### config.mk
export PLATFORM = sky130hd
export DESIGN_NAME = decode_issue_stage
export DESIGN_NICKNAME = d
export VERILOG_FILES = /design/src/rtl/common_pkg.sv /design/src/rtl/regfile_bypass.sv /design/src/rtl/decode_issue_stage.sv
export SDC_FILE = /design/constraint.sdc
export NUM_CORES = 2
export LEC_CHECK = 0
export CELL_PAD_IN_SITES_DETAIL_PLACEMENT = 1
export CELL_PAD_IN_SITES_GLOBAL_PLACEMENT = 2
export CORE_UTILIZATION = 25
export DETAILED_ROUTE_END_ITERATION = 16
export PLACE_DENSITY_LB_ADDON = 0.1
export SLEW_MARGIN = 10
export SYNTH_ARGS = -nofsm -noshare
export SYNTH_HDL_FRONTEND = slang
export SYNTH_SLANG_ARGS = --single-unit
### constraint.sdc
create_clock -name clk -period 73.9 [get_ports clk]
set_clock_uncertainty 0.15 [all_clocks]
set_input_delay 7.39 -clock clk [delete_from_list [all_inputs] [get_ports clk]]
set_output_delay 7.39 -clock clk [all_outputs]
set_load 0.005 [all_outputs]
### src/rtl/common_pkg.sv
// Shared RV32I decode types plus the combinational control and immediate decoders
// used by the decode/issue stage.
package common_pkg;

   localparam int XLEN_DEFAULT      = 32;
   localparam int REG_COUNT_DEFAULT = 32;

   typedef logic [31:0] instruction_t;

   typedef enum logic [2:0] {
      ENC_R = 3'd0,
      ENC_I = 3'd1,
      ENC_S = 3'd2,
      ENC_B = 3'd3,
      ENC_U = 3'd4,
      ENC_J = 3'd5
   } enc_t;

   typedef enum logic [3:0] {
      ALU_ADD    = 4'd0,
      ALU_SUB    = 4'd1,
      ALU_SLL    = 4'd2,
      ALU_SLT    = 4'd3,
      ALU_SLTU   = 4'd4,
      ALU_XOR    = 4'd5,
      ALU_SRL    = 4'd6,
      ALU_SRA    = 4'd7,
      ALU_OR     = 4'd8,
      ALU_AND    = 4'd9,
      ALU_PASS_B = 4'd10
   } alu_op_t;

   localparam logic [6:0] OP_LUI    = 7'b0110111;
   localparam logic [6:0] OP_AUIPC  = 7'b0010111;
   localparam logic [6:0] OP_JAL    = 7'b1101111;
   localparam logic [6:0] OP_JALR   = 7'b1100111;
   localparam logic [6:0] OP_BRANCH = 7'b1100011;
   localparam logic [6:0] OP_LOAD   = 7'b0000011;
   localparam logic [6:0] OP_STORE  = 7'b0100011;
   localparam logic [6:0] OP_IMM    = 7'b0010011;
   localparam logic [6:0] OP_REG    = 7'b0110011;

   typedef struct packed {
      enc_t       enc;
      alu_op_t    alu_op;
      logic       alu_src_imm;
      logic       reg_write;
      logic       mem_read;
      logic       mem_write;
      logic       branch;
      logic       jump;
      logic [4:0] write_back_id;
   } control_t;

   // Immediate-form ALU ops never use bit 30 to select SUB (it is an immediate bit there).
   function automatic alu_op_t alu_from_funct(input logic [2:0] funct3, input logic alt,
                                              input logic is_imm);
      alu_op_t op;
      case (funct3)
         3'b000:  op = (alt && !is_imm) ? ALU_SUB : ALU_ADD;
         3'b001:  op = ALU_SLL;
         3'b010:  op = ALU_SLT;
         3'b011:  op = ALU_SLTU;
         3'b100:  op = ALU_XOR;
         3'b101:  op = alt ? ALU_SRA : ALU_SRL;
         3'b110:  op = ALU_OR;
         3'b111:  op = ALU_AND;
         default: op = ALU_ADD;
      endcase
      return op;
   endfunction

   function automatic control_t decode_control(input instruction_t ins);
      control_t c;
      c        = '0;
      c.enc    = ENC_I;
      c.alu_op = ALU_ADD;
      case (ins[6:0])
         OP_LUI:    begin c.enc = ENC_U; c.alu_op = ALU_PASS_B; c.alu_src_imm = 1'b1; c.reg_write = 1'b1; end
         OP_AUIPC:  begin c.enc = ENC_U; c.alu_src_imm = 1'b1; c.reg_write = 1'b1; end
         OP_JAL:    begin c.enc = ENC_J; c.jump = 1'b1; c.reg_write = 1'b1; end
         OP_JALR:   begin c.enc = ENC_I; c.jump = 1'b1; c.reg_write = 1'b1; c.alu_src_imm = 1'b1; end
         OP_BRANCH: begin c.enc = ENC_B; c.branch = 1'b1; c.alu_op = ALU_SUB; end
         OP_LOAD:   begin c.enc = ENC_I; c.mem_read = 1'b1; c.reg_write = 1'b1; c.alu_src_imm = 1'b1; end
         OP_STORE:  begin c.enc = ENC_S; c.mem_write = 1'b1; c.alu_src_imm = 1'b1; end
         OP_IMM:    begin
            c.enc = ENC_I; c.reg_write = 1'b1; c.alu_src_imm = 1'b1;
            c.alu_op = alu_from_funct(ins[14:12], ins[30], 1'b1);
         end
         OP_REG:    begin
            c.enc = ENC_R; c.reg_write = 1'b1;
            c.alu_op = alu_from_funct(ins[14:12], ins[30], 1'b0);
         end
         default:   c.enc = ENC_I;
      endcase
      c.write_back_id = c.reg_write ? ins[11:7] : 5'd0;
      return c;
   endfunction

   // 32-bit immediate; callers sign-extend to the datapath width.
   function automatic logic [31:0] gen_imm(input instruction_t ins, input enc_t enc);
      logic [31:0] imm;
      case (enc)
         ENC_I:   imm = {{20{ins[31]}}, ins[31:20]};
         ENC_S:   imm = {{20{ins[31]}}, ins[31:25], ins[11:7]};
         ENC_B:   imm = {{19{ins[31]}}, ins[31], ins[7], ins[30:25], ins[11:8], 1'b0};
         ENC_U:   imm = {ins[31:12], 12'h000};
         ENC_J:   imm = {{11{ins[31]}}, ins[31], ins[19:12], ins[20], ins[30:21], 1'b0};
         default: imm = 32'h0000_0000;
      endcase
      return imm;
   endfunction

endpackage

### src/rtl/regfile_bypass.sv
// Two-read one-write register file; register 0 reads as zero, and with BYPASS_EN
// a same-cycle write is forwarded to the read ports.
module regfile_bypass
   import common_pkg::*;
#(
   parameter int XLEN      = XLEN_DEFAULT,
   parameter int REG_COUNT = REG_COUNT_DEFAULT,
   parameter int BYPASS_EN = 1,
   localparam int AW       = $clog2(REG_COUNT)
) (
   input  logic            clk,
   input  logic            rst,
   input  logic            wr_en,
   input  logic [AW-1:0]   wr_id,
   input  logic [XLEN-1:0] wr_data,
   input  logic [AW-1:0]   rd_id_a,
   input  logic [AW-1:0]   rd_id_b,
   output logic [XLEN-1:0] rd_data_a,
   output logic [XLEN-1:0] rd_data_b
);

   logic [XLEN-1:0]      regs_q [REG_COUNT];
   logic [REG_COUNT-1:0] wr_sel_d;
   logic                 fwd_a, fwd_b;

   always_comb begin
      wr_sel_d = '0;
      if (wr_en && (wr_id != {AW{1'b0}})) begin
         wr_sel_d[wr_id] = 1'b1;
      end else begin
         wr_sel_d = '0;
      end
   end

   always_ff @(posedge clk or posedge rst) begin
      if (rst) begin
         for (int i = 0; i < REG_COUNT; i++) regs_q[i] <= '0;
      end else begin
         for (int i = 0; i < REG_COUNT; i++) begin
            if (wr_sel_d[i]) regs_q[i] <= wr_data;
         end
      end
   end

   assign fwd_a     = (BYPASS_EN != 0) && wr_en && (wr_id == rd_id_a);
   assign fwd_b     = (BYPASS_EN != 0) && wr_en && (wr_id == rd_id_b);
   assign rd_data_a = (rd_id_a == {AW{1'b0}}) ? '0 : (fwd_a ? wr_data : regs_q[rd_id_a]);
   assign rd_data_b = (rd_id_b == {AW{1'b0}}) ? '0 : (fwd_b ? wr_data : regs_q[rd_id_b]);

endmodule

### src/rtl/decode_issue_stage.sv
// Decode/issue stage: decodes the fetched word, reads operands, detects load-use
// hazards and holds the ID/EX pipeline register with perf counters.
module decode_issue_stage
   import common_pkg::*;
#(
   parameter int XLEN      = XLEN_DEFAULT,
   parameter int REG_COUNT = REG_COUNT_DEFAULT,
   parameter int CNT_W     = 16,
   parameter int BYPASS_EN = 1,
   localparam int AW       = $clog2(REG_COUNT)
) (
   input  logic             clk,
   input  logic             rst,
   input  logic             in_valid,
   output logic             in_ready,
   input  instruction_t     instruction,
   input  logic [XLEN-1:0]  pc,
   input  logic             wb_en,
   input  logic [AW-1:0]    wb_id,
   input  logic [XLEN-1:0]  wb_data,
   input  logic             flush,
   output logic             out_valid,
   input  logic             out_ready,
   output logic [XLEN-1:0]  out_pc,
   output control_t         out_control,
   output logic [XLEN-1:0]  out_imm,
   output logic [XLEN-1:0]  out_rs1_data,
   output logic [XLEN-1:0]  out_rs2_data,
   output logic [4:0]       out_rs1,
   output logic [4:0]       out_rs2,
   output logic [CNT_W-1:0] stall_count,
   output logic [CNT_W-1:0] flush_count
);

   logic [4:0]       rs1_id, rs2_id;
   control_t         dec_ctrl;
   logic [31:0]      dec_imm;
   logic [XLEN-1:0]  rf_rd1, rf_rd2;
   logic             uses_rs1, uses_rs2, hazard, hold, wb_live;

   logic             out_valid_q, out_valid_d;
   logic [XLEN-1:0]  out_pc_q, out_pc_d;
   control_t         out_control_q, out_control_d;
   logic [XLEN-1:0]  out_imm_q, out_imm_d;
   logic [XLEN-1:0]  out_rs1_data_q, out_rs1_data_d;
   logic [XLEN-1:0]  out_rs2_data_q, out_rs2_data_d;
   logic [4:0]       out_rs1_q, out_rs1_d;
   logic [4:0]       out_rs2_q, out_rs2_d;
   logic [CNT_W-1:0] stall_count_q, stall_count_d;
   logic [CNT_W-1:0] flush_count_q, flush_count_d;

   regfile_bypass #(
      .XLEN      (XLEN),
      .REG_COUNT (REG_COUNT),
      .BYPASS_EN (BYPASS_EN)
   ) u_regfile (
      .clk       (clk),
      .rst       (rst),
      .wr_en     (wb_en),
      .wr_id     (wb_id),
      .wr_data   (wb_data),
      .rd_id_a   (AW'(rs1_id)),
      .rd_id_b   (AW'(rs2_id)),
      .rd_data_a (rf_rd1),
      .rd_data_b (rf_rd2)
   );

   // Load-use hazard only counts source fields the encoding actually reads.
   always_comb begin
      rs1_id   = instruction[19:15];
      rs2_id   = instruction[24:20];
      dec_ctrl = decode_control(instruction);
      dec_imm  = gen_imm(instruction, dec_ctrl.enc);
      uses_rs1 = (dec_ctrl.enc != ENC_U) && (dec_ctrl.enc != ENC_J);
      uses_rs2 = (dec_ctrl.enc == ENC_R) || (dec_ctrl.enc == ENC_S) || (dec_ctrl.enc == ENC_B);
      hazard   = out_valid_q && out_control_q.mem_read && (out_control_q.write_back_id != 5'd0) &&
                 ((uses_rs1 && (out_control_q.write_back_id == rs1_id)) ||
                  (uses_rs2 && (out_control_q.write_back_id == rs2_id)));
      in_ready = !rst && (flush || (!hazard && (!out_valid_q || out_ready)));
      hold     = out_valid_q && !out_ready && !flush;
      wb_live  = wb_en && (wb_id != {AW{1'b0}});
   end

   // A held instruction keeps picking up writebacks so it never issues stale operands.
   always_comb begin
      out_valid_d   = out_valid_q;
      out_pc_d      = out_pc_q;
      out_control_d = out_control_q;
      out_imm_d     = out_imm_q;
      out_rs1_d     = out_rs1_q;
      out_rs2_d     = out_rs2_q;
      stall_count_d = stall_count_q;
      flush_count_d = flush_count_q;
      if (hold && wb_live && (AW'(out_rs1_q) == wb_id)) out_rs1_data_d = wb_data;
      else                                              out_rs1_data_d = out_rs1_data_q;
      if (hold && wb_live && (AW'(out_rs2_q) == wb_id)) out_rs2_data_d = wb_data;
      else                                              out_rs2_data_d = out_rs2_data_q;

      if (flush) begin
         out_valid_d = 1'b0;
      end else if (hazard && out_ready) begin
         out_valid_d = 1'b0;
         // Only a real instruction waiting behind the load makes a bubble worth counting.
         if (in_valid && (stall_count_q != {CNT_W{1'b1}})) stall_count_d = stall_count_q + CNT_W'(1'b1);
         else                                               stall_count_d = stall_count_q;
      end else if (hold) begin
         out_valid_d = 1'b1;
      end else if (in_valid) begin
         out_valid_d    = 1'b1;
         out_pc_d       = pc;
         out_control_d  = dec_ctrl;
         out_imm_d      = XLEN'($signed(dec_imm));
         out_rs1_data_d = rf_rd1;
         out_rs2_data_d = rf_rd2;
         out_rs1_d      = rs1_id;
         out_rs2_d      = rs2_id;
      end else begin
         out_valid_d = 1'b0;
      end

      if (flush && (flush_count_q != {CNT_W{1'b1}})) flush_count_d = flush_count_q + CNT_W'(1'b1);
      else                                           flush_count_d = flush_count_q;
   end

   // ID/EX pipeline register and perf counters.
   always_ff @(posedge clk or posedge rst) begin
      if (rst) begin
         out_valid_q    <= 1'b0;
         out_pc_q       <= '0;
         out_control_q  <= '0;
         out_imm_q      <= '0;
         out_rs1_data_q <= '0;
         out_rs2_data_q <= '0;
         out_rs1_q      <= 5'd0;
         out_rs2_q      <= 5'd0;
         stall_count_q  <= '0;
         flush_count_q  <= '0;
      end else begin
         out_valid_q    <= out_valid_d;
         out_pc_q       <= out_pc_d;
         out_control_q  <= out_control_d;
         out_imm_q      <= out_imm_d;
         out_rs1_data_q <= out_rs1_data_d;
         out_rs2_data_q <= out_rs2_data_d;
         out_rs1_q      <= out_rs1_d;
         out_rs2_q      <= out_rs2_d;
         stall_count_q  <= stall_count_d;
         flush_count_q  <= flush_count_d;
      end
   end

   assign out_valid    = out_valid_q;
   assign out_pc       = out_pc_q;
   assign out_control  = out_control_q;
   assign out_imm      = out_imm_q;
   assign out_rs1_data = out_rs1_data_q;
   assign out_rs2_data = out_rs2_data_q;
   assign out_rs1      = out_rs1_q;
   assign out_rs2      = out_rs2_q;
   assign stall_count  = stall_count_q;
   assign flush_count  = flush_count_q;

endmodule

==> metrics.txt <==
outcome finished, final reports clean; initial drt markers 2,698; vias per cell 5.23; yosys warns 0; Mapped Area 62,900 sq um; sequential share of the synthesized area 0.482; clock tree sinks 1,213; DR pass1 iterations 5; internal power 1.49 mW; area share of the largest cell type after synthesis 0.482; Routed Antenna Nets 0; flop-to-flop setup slack 69.42 ns; Core Rows 183; Synth cell types 63; Slew Limit Fails 0; Total GRT Usage 0.213; H-tree levels 4; Synth area leaders dfrtp_1 (48%), mux2_2 (19%), mux4_2 (16%), mux2i_1 (3.6%), nand2_1 (2.1%); post-CTS sizing 0; CTS max path bufs 3; final hold violations 0; Power Dens Cells 27.8 nW/um^2; Initial Util 0.252; min-delay src u_regfile.regs_q[1010]$_DFFE_PP0P_; dpl cells 7,836; Final Worst Setup Slack 55.91 ns; number of global-route vias before repair 45,600; vias 42,500; CP endpoint kind primary output; Non-Filler Instances 8,124; TritonCTS Buffers 155; clock period minus worst slack 17.99 ns; Wirelength per Cell 33.4 um; clk_lat worst skew 0.82 ns; WHS Path Cells 0; Final period util 0.243; largest net degree at the start of global routing 142; Worst-path clk slew 0.06 ns; final setup TNS 0 ns; final setup fails 0; Fmax 55.6 MHz; RSZ-0062 raised after global routing no; most frequent cells in the layout dfrtp_1 (1,213), mux2_2 (1,054), mux4_2 (434), nand2_1 (342), clkdlybuf4s50_1 (280); CTS root buf clkbuf_16; layout cell share with drive strength beyond 1 0.407; Hold WC Path Type flop to flop; Hold-fix buffers, CTS 0; Yosys top cell by area dfrtp_1; setup bufs post-CTS 0; Area Growth Syn to Fin 18.8%; Reg power frac 0.426; Placer Congestion 0.735; Chip Width 504 um; num ports 297; switching fraction of total power 0.283; syn avg cell area 13.8 sq um; Syn Inst Count 4,554; die height 504 um; fin area 74,800 sq um; pre-CTS setup slack 55.87 ns; worst slew pin tran 1.25 ns; Worst EP required 66.36 ns; Pleak 32.1 nW; max-cap violation count 0; drt total wl 271 mm; Post-synth EDFFs 0; TritonCTS clock tree done; Area after DPL 69,600 sq um; number of synthesized register bits 1,213; power share of the combinational group 0.196; FF-to-FF End out_rs1_data[22]$_DFF_PP0_; post-synthesis async set-or-reset flop share 1.00; crit path DAT 10.45 ns; Core Region 249,000 sq um; most common cell after layout, fill and taps aside dfrtp_1; Crit Path Max Fanout 10; # port buffers 296; CP startpoint kind input port; Switching Power 0.589 mW; initial antenna violation count 19; clock share of power 0.378; WS Path Type input port to primary output; Residual DRC 0; Post-Syn Nets 4,663; Rel. slew slack 0.167; Overflow after GRT 0; top_reg_cell synth dfrtp_1; first-pass GRT wire length 385 mm; Max VDD drop 0.0183 mV; FF-to-FF Start out_control[0]$_DFFE_PP0P_; R2R cell count 9; Net count, final 4,772; Hold EP u_regfile.regs_q[1010]$_DFFE_PP0P_; die area 254,000 sq um; hpwl dp 154 mm
-- power by group through the flow --
| stage | sequential, mW | clock, mW | combinational (mW) |
|---|---|---|---|
| 2_1_floorplan | 0.862 | 0 | 0.284 |
| 3_3_place_gp | 0.894 | 0 | 0.407 |
| 4_1_cts | 0.886 | 0.812 | 0.414 |
| 6_report | 0.887 | 0.785 | 0.408 |
| 3_5_place_dp | 0.897 | 0 | 0.413 |
| 5_1_grt | 0.905 | 0.834 | 0.441 |
-- registers in the layout, summed over array words and instances (netlist names), 5 cells and up --
name,flops
out_control,18
u_regfile.regs_q,1024
out_rs1_data,32
out_rs2_data,32
out_rs2,5
out_rs1,5
out_pc,32
flush_count,16
out_imm,32
stall_count,16
-- layer usage --
| metal | up-vias | wire length [um] | GRT usage |
|---|---|---|---|
| met4 | 4 | 6510 | 0.0567 |
| li1 | 17500 | - | - |
| met3 | 289 | 11800 | 0.0316 |
| met5 | - | 27 | 0 |
| met2 | 1019 | 126000 | 0.336 |
| met1 | 23700 | 127000 | 0.302 |
-- worst max path at each step --
stage	startpoint	end	slack [ns]	depth (start not counted)
2_1_floorplan	rst	flush_count[0]$_DFFE_PP0P_	32.18	1
6_report	instruction[5]	in_ready	55.91	10
5_1_grt	instruction[5]	in_ready	55.73	10
3_5_place_dp	instruction[5]	in_ready	55.87	10
4_1_cts	instruction[5]	in_ready	55.87	10
3_3_place_gp	instruction[5]	in_ready	55.85	10
-- Yosys cell counts (12+ instances only) --
cell type / instances
a211oi_1: 34
nor2_1: 74
a221o_1: 43
nor2b_1: 25
buf_2: 86
a21o_1: 15
and2_1: 12
nand2_1: 358
mux4_2: 434
clkbuf_1: 314
o221ai_1: 36
nor3_1: 30
mux2i_1: 224
o21ai_0: 39
a221oi_1: 57
dfrtp_1: 1213
mux2_2: 1054
a211o_1: 22
xnor2_1: 28
a32o_1: 13
nor4_1: 36
o22ai_1: 40
a22oi_1: 15
buf_1: 75
nand3_1: 38
xor2_1: 29
a21oi_1: 76
-- metrics by stage --
stage                     hold slack (ns)  total power, mW  utilization
after floorplan                     0.288             1.15            -
after global placement              0.228             1.30        0.279
after detailed placement            0.233             1.31        0.279
after CTS                           0.248             2.11        0.300
after global routing                0.259             2.18        0.300
final                               0.248             2.08        0.300
-- cells by family after synthesis --
kind of cell    Yosys count  synth area share
xor+xnor                 57           0.00793
compound gates          434            0.0515
mux                    1712             0.380
simple gates            635            0.0456
buf+inv                 501            0.0327
fa+ha+maj                 2          0.000398
flops                  1213             0.482
-- worst max-delay path, stage by stage --
cell	delay, ns
clkdlybuf4s50_1	0.72
mux2i_1	0.17
a211o_1	0.34
or4_4	0.58
a211oi_4	0.32
buf_4	0.26
a21oi_1	0.07
nor2_1	0.11
nor2_1	0.05
clkdlybuf4s50_1	0.44
-- area by class of cell --
class | instances | area, sq um
repair buffers | 442 | 4150
well taps | 3330 | 4170
fillers | 26100 | 175000
clock buffers | 243 | 4800
diodes | 6 | 15.0
multi-input cells | 2840 | 30800
flip-flops and latches | 1213 | 30400
clock inverters | 39 | 405
inverters | 11 | 51.3
No activity file was read; power rests on OpenSTA's default activity.
